### config.mk
export PLATFORM = sky130hd
export DESIGN_NAME = bus_xfer_ctrl
export DESIGN_NICKNAME = d
export VERILOG_FILES = /design/src/rtl/bus_xfer_ctrl.sv
export SDC_FILE = /design/constraint.sdc
export NUM_CORES = 1
export LEC_CHECK = 0
export BUFFER_PORTS_ARGS = -buffer_cell sky130_fd_sc_hd__buf_4
export CELL_PAD_IN_SITES_DETAIL_PLACEMENT = 0
export CELL_PAD_IN_SITES_GLOBAL_PLACEMENT = 1
export CORE_MARGIN = 10
export CORE_UTILIZATION = 44
export CTS_BUF_LIST = sky130_fd_sc_hd__clkbuf_4
export CTS_CLUSTER_SIZE = 12
export DETAILED_ROUTE_END_ITERATION = 12
export GPL_TIMING_DRIVEN = 1
export MAX_ROUTING_LAYER = met4
export PLACE_DENSITY = 0.83
export SKIP_CTS_REPAIR_TIMING = 1
export SLEW_MARGIN = 20
export SYNTH_ARGS = -nofsm -noshare
export SYNTH_HDL_FRONTEND = slang
export SYNTH_SLANG_ARGS = --single-unit
export TNS_END_PERCENT = 50
### constraint.sdc
create_clock -name clk -period 4.1 [get_ports clk]
set_input_delay 0.82 -clock clk [delete_from_list [all_inputs] [get_ports clk]]
set_output_delay 0.82 -clock clk [all_outputs]
set_load 0.03 [all_outputs]
### src/rtl/bus_xfer_ctrl.sv
// Bus transfer sequencer: drives the shared-bus source select, waits out memory
// latency for DRAM/IRAM sources, then pulses destination loads / DRAM write.
module bus_xfer_ctrl #(
    parameter int unsigned MEM_LAT = 2,
    parameter int unsigned CNT_W   = 16
) (
    input  logic             clk,
    input  logic             reset_n,
    input  logic             req_valid,
    input  logic [2:0]       req_src,
    input  logic [6:0]       req_dst,
    output logic             req_ready,
    output logic [5:0]       control_register,
    output logic [1:0]       control_memory,
    output logic [5:0]       ld_en,
    output logic             mem_rd,
    output logic             mem_wr,
    output logic             done,
    output logic             err,
    output logic [CNT_W-1:0] xfer_count
);

    typedef enum logic [2:0] {IDLE, SETUP, WAIT, LOAD, ERR} state_t;

    state_t     state, next;
    logic [2:0] src_q;
    logic [6:0] dst_q;
    logic [3:0] wait_cnt;
    logic       accept;
    logic       illegal;
    logic       mem_src;
    logic       drive_sel;

    assign accept  = req_valid && (state == IDLE);
    // DRAM is single-ported: it cannot be both source and write destination.
    assign illegal = (req_dst == 7'd0) || ((req_src == 3'd6) && req_dst[6]);
    assign mem_src = src_q[2] & src_q[1];

    always_ff @(posedge clk or negedge reset_n) begin
        if (!reset_n) begin
            state      <= IDLE;
            src_q      <= '0;
            dst_q      <= '0;
            wait_cnt   <= '0;
            xfer_count <= '0;
        end else begin
            state <= next;
            if (accept) begin
                src_q <= req_src;
                dst_q <= req_dst;
            end
            if (state == SETUP) begin
                wait_cnt <= 4'(MEM_LAT);
            end else if (state == WAIT) begin
                wait_cnt <= wait_cnt - 4'd1;
            end
            if (state == LOAD) begin
                xfer_count <= xfer_count + CNT_W'(1);
            end
        end
    end

    always_comb begin
        next             = state;
        req_ready        = 1'b0;
        control_register = '0;
        control_memory   = '0;
        ld_en            = '0;
        mem_rd           = 1'b0;
        mem_wr           = 1'b0;
        done             = 1'b0;
        err              = 1'b0;
        drive_sel        = 1'b0;
        case (state)
            IDLE: begin
                req_ready = 1'b1;
                if (req_valid) begin
                    next = illegal ? ERR : SETUP;
                end
            end
            SETUP: begin
                drive_sel = 1'b1;
                if (mem_src) begin
                    mem_rd = 1'b1;
                    next   = WAIT;
                end else begin
                    next = LOAD;
                end
            end
            WAIT: begin
                drive_sel = 1'b1;
                if (wait_cnt == 4'd1) begin
                    next = LOAD;
                end
            end
            LOAD: begin
                drive_sel = 1'b1;
                ld_en     = dst_q[5:0];
                mem_wr    = dst_q[6];
                done      = 1'b1;
                next      = IDLE;
            end
            ERR: begin
                err  = 1'b1;
                next = IDLE;
            end
            default: next = IDLE;
        endcase
        // Select is held constant from SETUP through LOAD so loads see a settled bus.
        if (drive_sel) begin
            if (mem_src) begin
                control_memory = src_q[0] ? 2'b10 : 2'b01;
            end else begin
                control_register = 6'd1 << src_q;
            end
        end
    end

endmodule

# --- Yosys cells after proc, flatten, opt, wreduce, memory -nomap -nowiden ---
# Index checks and enable logic that the tools add are counted.
word_totals:
  regBits: 33
classes:
  n_shift: 1
  muxes: 20
  n_eq_ne: 8
  reduce_logical: 8
  n_addsub: 2
  n_bitwise: 1
op_table:
  columns: ["operator", "n"]
  rows:
  - ["2-to-1 mux 6 bit", 3]
  - ["adder 16 x 1 -> 16 bit (second input constant)", 1]
  - ["2-to-1 mux 3 bit", 3]
  - ["one-hot mux 3 bit (3 select lines)", 1]
  - ["2-to-1 mux 1 bit", 8]
  - ["2-to-1 mux 4 bit", 2]
  - ["logical NOT 7 bit", 1]
  - ["equality test 3 x 2 -> 1 bit (second input constant)", 2]
  - ["equality test 3 bit (second input constant)", 2]
  - ["2-to-1 mux 2 bit", 3]
  - ["left shift 1 x 3 -> 6 bit (first input constant)", 1]
  - ["equality test 4 x 1 -> 1 bit (second input constant)", 1]
  - ["subtractor 4 x 1 -> 4 bit (second input constant)", 1]
  - ["equality test 3 x 1 -> 1 bit (second input constant)", 1]
  - ["logical NOT 3 bit", 1]
  - ["OR reduction 3 bit", 1]
  - ["logical AND 1 bit", 2]
  - ["inequality test 2 x 1 -> 1 bit (second input constant)", 1]
  - ["inequality test 2 bit (second input constant)", 1]
  - ["AND reduction 2 bit", 1]
  - ["nonzero test 2 bit", 1]
  - ["AND 1 bit", 1]
  - ["logical OR 1 bit", 1]

# --- Logic depth before layout (Yosys ltp) ---
# Gate-level depths: netlist of the first run.
depth:
  word_depth: 6
  ltp_mapped: 5
  ltp_nobuf: 5

# --- Worst setup path after synthesis of the first run ---
# No wires, ideal clock.
synth_timing:
  kind: "flip-flop to output port"
  start: "register state[1]"
  end: "output port control_register[0]"
  required_ps: 3280
  arrival_ps: 1670
  path_slack_ps: 1610
  n_path_buf: 1
  stages_incl_launch_ff: 5
  cell_sequence: "dfrtp_1 > buf_4 > nor2_1 > or3_1 > nor3_1"
synth_between:
  elab_chain_cells: 4
synth_rtl:
  columns: ["element", "line", "rtl"]
  rows:
  - ["from (decl)", "25", "state_t state, next;"]
  - ["from (signal assigned)", "47", "state <= next;"]
  - ["equality test 3 x 1 -> 1 bit / equality test 3 x 2 -> 1 bit (equally long branches)", "74", "case (state)"]
  - ["OR reduction 3 bit (no source line) (*)", null, null]
  - ["2-to-1 mux 1 bit (*)", "74", null]
  - ["2-to-1 mux 6 bit (*)", "110", "if (drive_sel) begin"]
  - ["to (decl)", "13", "output logic [5:0] control_register,"]
# Mark *: on every way between the ends. The rest lies on a longest branch, timed or not.

# --- Worst setup path after layout of the first run ---
layout_timing:
  start: "register state[0]"
  end: "output port control_register[0]"
# Same word-level chain as after synthesis.

==> metrics.txt, run 1 <==
Die X-Extent=81.68 µm; class of the worst hold path=input pin to async pin; Avg WL per Cell=14.92 µm; buffer depth of the longest clock path=2; min cycle time layout=2692 ps; multi-input logic area=805.8 µm²; Worst slew margin=66.10%; Final GP Congestion=0.7708; DRC=0; buffering stage count on the worst path with inverters included=1; Setup CP Type=register to output port; largest net degree at the start of global routing=34; DR vias/cell=5.145; Setup violations, final=0; Post-DP Area=2063 µm²; Root Driver=clkbuf_4; HPWL after DPL=2.990 mm; CP Max Fanout=15; Top-Level Pins=48; Pwr Total=1.391 mW; WP data required=3280 ps; P&R area growth vs syn=26.53%; CTS tree=done; status=completed; DRT Pass-1 Iters=4; Critical path origin=state[0]; PwrDens=656.5 nW/µm²; htree depth=2; Post-Synthesis Cells=156; LEAKAGE=1.037 nW; slew at the pin closest to its max-slew limit=508.5 ps; Initial Utilization=45.73%; CTS clk-pin slew, worst paths=100 ps; CP Capture Type=output port; startpoint types=register; CP top delay family=simple AND/OR/NAND/NOR gates; Final #Nets=222; Final Skew=2.633 ps; global-route usage over all layers=12.82%; Mapped Area=1674 µm²; max-slew violations=0; global-route wire length before repair=6.499 mm; Worst path max stage delay=670 ps; Syn Nets=172; DRT Wirelength=3.804 mm; synth warn=0; Reg2Reg Launch Point=state[1]; Die Y=81.68 µm; final hold viol count=0; Seq cells post-synth=33; die area=6672 µm²; I/O Buffers=47; synth unique cells=34; setup_tns=0 ps; initial antenna violation count=0; sequential-to-total area share from yosys stat=49.33%; fin util=57.86%; fin crit share=65.66%; Placeable Area=3661 µm²; fmax=371.5 MHz; Register Area=825.8 µm²; Max Cap Viol=0; # rows=22; Final ANT Viol Nets=0; fillers=340; Arr. time, crit path=1870 ps; diode count=0; Avg Cell Area, Syn=10.73 µm²; total gr overflow=0; worst skew pair latency=330 ps; vias in the first global route=1425; RSZ-0062 raised after global routing=false; layout cells sized above 1=34.78%; routed vias=1312; VDD IR-drop max=0.0003588 V; CP max stage cell=dfrtp_1; cell breakdown of the critical path=nor2_1 -> or3_1 -> nor3_1 -> buf_4; pre-CTS WS=1766 ps; final worst slack=1408 ps; CTS Buf Count=5; Num Clock Sinks=33; drt initial violations=61; fin area=2118 µm²
-- kinds of logic after synthesis --
logic type,synth area share [%]
compound gates,3.962
xor+xnor,8.370
fa+ha+maj,2.242
buf+inv,2.540
flops,49.33
mux,7.399
simple gates,26.16
-- final timing paths --
| path | slack [ps] | endpoint | cells past startpoint |
|---|---|---|---|
| setup / recovery | 1410 | control_register[0] | 4 |
| hold / removal | 420 | xfer_count[4] | 1 |
| setup reg to reg | 2310 | dst_q[0] | 3 |
| hold reg to reg | 490 | xfer_count[15] | 1 |
| max in group asynchronous | 3380 | src_q[1] | 1 |
| min in group clk | 490 | xfer_count[15] | 1 |
-- cell usage after synthesis --
| library cell | number | area (µm²) |
|---|---|---|
| nor4b_1 | 1 | 8.760 |
| nor4_4 | 2 | 42.54 |
| and4b_1 | 1 | 10.01 |
| buf_2 | 1 | 5.000 |
| nor2_1 | 15 | 56.30 |
| o22ai_1 | 1 | 6.260 |
| clkbuf_1 | 1 | 3.750 |
| nor3_1 | 6 | 30.03 |
| nor3_2 | 1 | 10.01 |
| nand3b_4 | 1 | 20.02 |
| inv_1 | 4 | 15.01 |
| dfrtp_1 | 33 | 825.8 |
| mux2_2 | 11 | 123.9 |
| ha_1 | 3 | 37.54 |
| o21ai_0 | 4 | 20.02 |
| nor3b_1 | 2 | 15.01 |
| nand2_1 | 12 | 45.04 |
| nor4_1 | 4 | 25.02 |
| nand3_1 | 4 | 20.02 |
| clkinv_1 | 1 | 3.750 |
| nand4_1 | 3 | 18.77 |
| a31oi_1 | 1 | 6.260 |
| or3_1 | 2 | 12.51 |
| nand2b_4 | 1 | 13.76 |
| nor2b_1 | 1 | 6.260 |
| xor2_1 | 5 | 43.79 |
| and3_1 | 3 | 18.77 |
| o22a_1 | 1 | 8.760 |
| and2_1 | 9 | 56.30 |
| buf_4 | 2 | 15.01 |
| xnor2_1 | 11 | 96.34 |
| a21oi_1 | 5 | 25.02 |
| nand3_2 | 1 | 10.01 |
| nand2b_1 | 3 | 18.77 |
-- report_power, final --
part	internal, mW	switching, mW	total (mW)
combinational	0.275	0.380	0.655
clock	0.0719	0.107	0.179
sequential	0.426	0.131	0.557
total	0.773	0.618	1.39
-- state kept, by name (all words and copies together) (netlist names) --
name,count
state,3
dst_q,7
wait_cnt,4
src_q,3
xfer_count,16
-- layer usage --
layer | vias to the layer above | routed length, µm | track usage [%]
met5 | - | 0 | -
met4 | 0 | 47 | 4.592
met3 | 5 | 366 | 6.223
met2 | 46 | 1686 | 18.80
met1 | 626 | 1703 | 14.97
li1 | 635 | - | -
-- layout make-up --
class                   count  share of cell area [%]
clock buffers               6                   2.126
clock inverters             2                  0.4725
inverters                   5                  0.8860
multi-input cells         114                   38.04
flip-flops and latches     33                   38.98
well taps                  48                   2.835
repair buffers             47                   16.66
-- cells in the final DEF (no fill, tap or decap), drive strengths merged, types with 2 or more instances in the layout --
cell	Yosys	routed
buf	3	47
dfrtp	33	33
nor2	15	15
nand2	12	12
xnor2	11	11
mux2	11	11
and2	9	9
nor3	7	7
clkbuf	1	6
nor4	6	6
a21oi	5	5
xor2	5	5
nand3	5	5
inv	4	4
o21ai	4	4
nand2b	4	4
nand4	3	3
and3	3	3
ha	3	3
clkinv	1	3
or3	2	2
nor3b	2	2
-- worst register-to-register path: stages (launching register included) --
cell,delay (ps)
dfrtp_1,550
nor3_1,290
and2_1,460
mux2_2,390
-- metrics by stage --
| stage | hold WS, ps | std cells |
|---|---|---|
| after floorplan | 472.0 | 156 |
| after global placement | 460.9 | 247 |
| after detailed placement | 488.2 | 247 |
| after CTS | 419.1 | 255 |
| after global routing | 425.4 | 255 |
| final | 417.8 | 255 |
Power figures use the tool's default switching activity.
==> run 2, diff against run 1 <==
CORE_UTILIZATION = 41   (was 44)
PLACE_DENSITY = 0.78   (was 0.83)
clock period = 2.7 ns   (was 4.1 ns; I/O delays follow)
==> metrics.txt, run 2 (synthesis results as in run 1) <==
class of the worst hold path=input pin to async pin; Clk pwr share=12.9%; fmax=409.2 MHz; die area=7039 µm²; routed vias=1321; drt initial violations=80; DRT Wirelength=3.894 mm; initial antenna violation count=0; CTS Buf Count=5; Critical path origin=state[1]; htree depth=2; min cycle time layout=2444 ps; Worst path max stage delay=660 ps; slew at the pin closest to its max-slew limit=500.4 ps; max-slew violations=0; hold_ws=129.0 ps; Pwr Total=2.113 mW; CP Capture Type=output port; reg-to-reg slack, setup=840 ps; largest register by flop count=xfer_count; pre-CTS WS=647.9 ps; max reg flops=16; worst skew pair latency=340 ps; DRC=0; Post-DP Area=2066 µm²; buffer depth of the longest clock path=2; Initial Utilization=42.16%; HPWL after DPL=2.963 mm; Die Y=83.90 µm; CTS tree=done; status=completed; largest net degree at the start of global routing=34; Regs by FF count=xfer_count: 16 flops, dst_q: 7 flops, wait_cnt: 4 flops; Final ANT Viol Nets=0; global-route wire length before repair=6.679 mm; DR vias/cell=5.140; Setup CP Type=register to output port; Final Skew=5.673 ps; VDD IR-drop max=0.0005416 V; most frequent cells in the layout=buf_4, dfrtp_1, nor2_1, nand2_1; final hold viol count=0; Num Clock Sinks=33; Die X-Extent=83.90 µm; CTS clk-pin slew, worst paths=110 ps; vias in the first global route=1401; LEAKAGE=1.033 nW; global-route usage over all layers=11.63%; WP depth=4; crit path capture=control_register[0]; fin area=2121 µm²; Arr. time, crit path=1900 ps; Worst R2R End=dst_q[4]; Root Driver=clkbuf_4; RSZ-0062 raised after global routing=false; setup_tns=0 ps; final worst slack=256.1 ps; DRT Pass-1 Iters=4; fin util=53.40%; P&R area growth vs syn=26.68%; internal power=1.164 mW; Top-Level Pins=48; Final #Nets=222; Psw=949.2 µW; layout cells sized above 1=34.78%; Worst Reg-to-Reg Cells=3; Max Cap Viol=0; power share of the sequential group=40.0%; CP Max Fanout=12; Worst slew margin=66.64%; Final GP Congestion=0.7957; Placeable Area=3971 µm²; startpoint types=register; Setup violations, final=0; CP max stage cell=dfrtp_1; switching share of power=44.92%; Avg WL per Cell=15.15 µm; CP top delay family=simple AND/OR/NAND/NOR gates; Reg2Reg Launch Point=state[1]; combinational share of power=47.1%; diode count=0; buffering stage count on the worst path with inverters included=1; total gr overflow=0; cell breakdown of the critical path=nor2_1 -> or3_1 -> nor3_1 -> buf_4; Cells after DPL=249; I/O Buffers=47; Finished Layout Cells=257; PwrDens=996.3 nW/µm²; WP data required=2160 ps; fin crit share=90.51%; # rows=23; most common cell after layout, fill and taps aside=buf_4
## run 2: worst min path at each step
stage / startpoint / endpoint / slack (ps) / cells past startpoint
final: reset_n / wait_cnt[1] / 130 / 1
after global routing: reset_n / xfer_count[11] / 140 / 1
after CTS: reset_n / wait_cnt[1] / 130 / 1
after detailed placement: xfer_count[15] / xfer_count[15] / 460 / 1
after global placement: xfer_count[15] / xfer_count[15] / 460 / 1
after floorplan: reset_n / dst_q[0] / 240 / 0
## run 2: layer usage
| metal | track usage [%] | up-vias | part of all wire [%] |
|---|---|---|---|
| li1 | - | 638 | - |
| met1 | 13.75 | 628 | 45 |
| met2 | 17.14 | 48 | 46 |
| met3 | 4.688 | 7 | 7.4 |
| met4 | 4.718 | 0 | 1.4 |
| met5 | - | - | 0 |
## run 2: area by class of cell
type | instances | area, µm²
fill | 381 | 1851
clock inverter | 3 | 17.52
sequential | 33 | 825.8
timing repair buffer | 47 | 352.8
tap | 50 | 62.56
multi-input combinational | 114 | 805.8
clock buffer | 5 | 37.54
inverter | 5 | 18.77
## run 2: power groups by stage
stage / clock network, mW / logic (mW) / registers, mW
4_1_cts: 0.281 / 1.01 / 0.846
6_report: 0.272 / 0.995 / 0.846
2_1_floorplan: 0 / 0.680 / 0.845
3_3_place_gp: 0 / 0.988 / 0.841
5_1_grt: 0.306 / 1.09 / 0.879
3_5_place_dp: 0 / 1.00 / 0.857
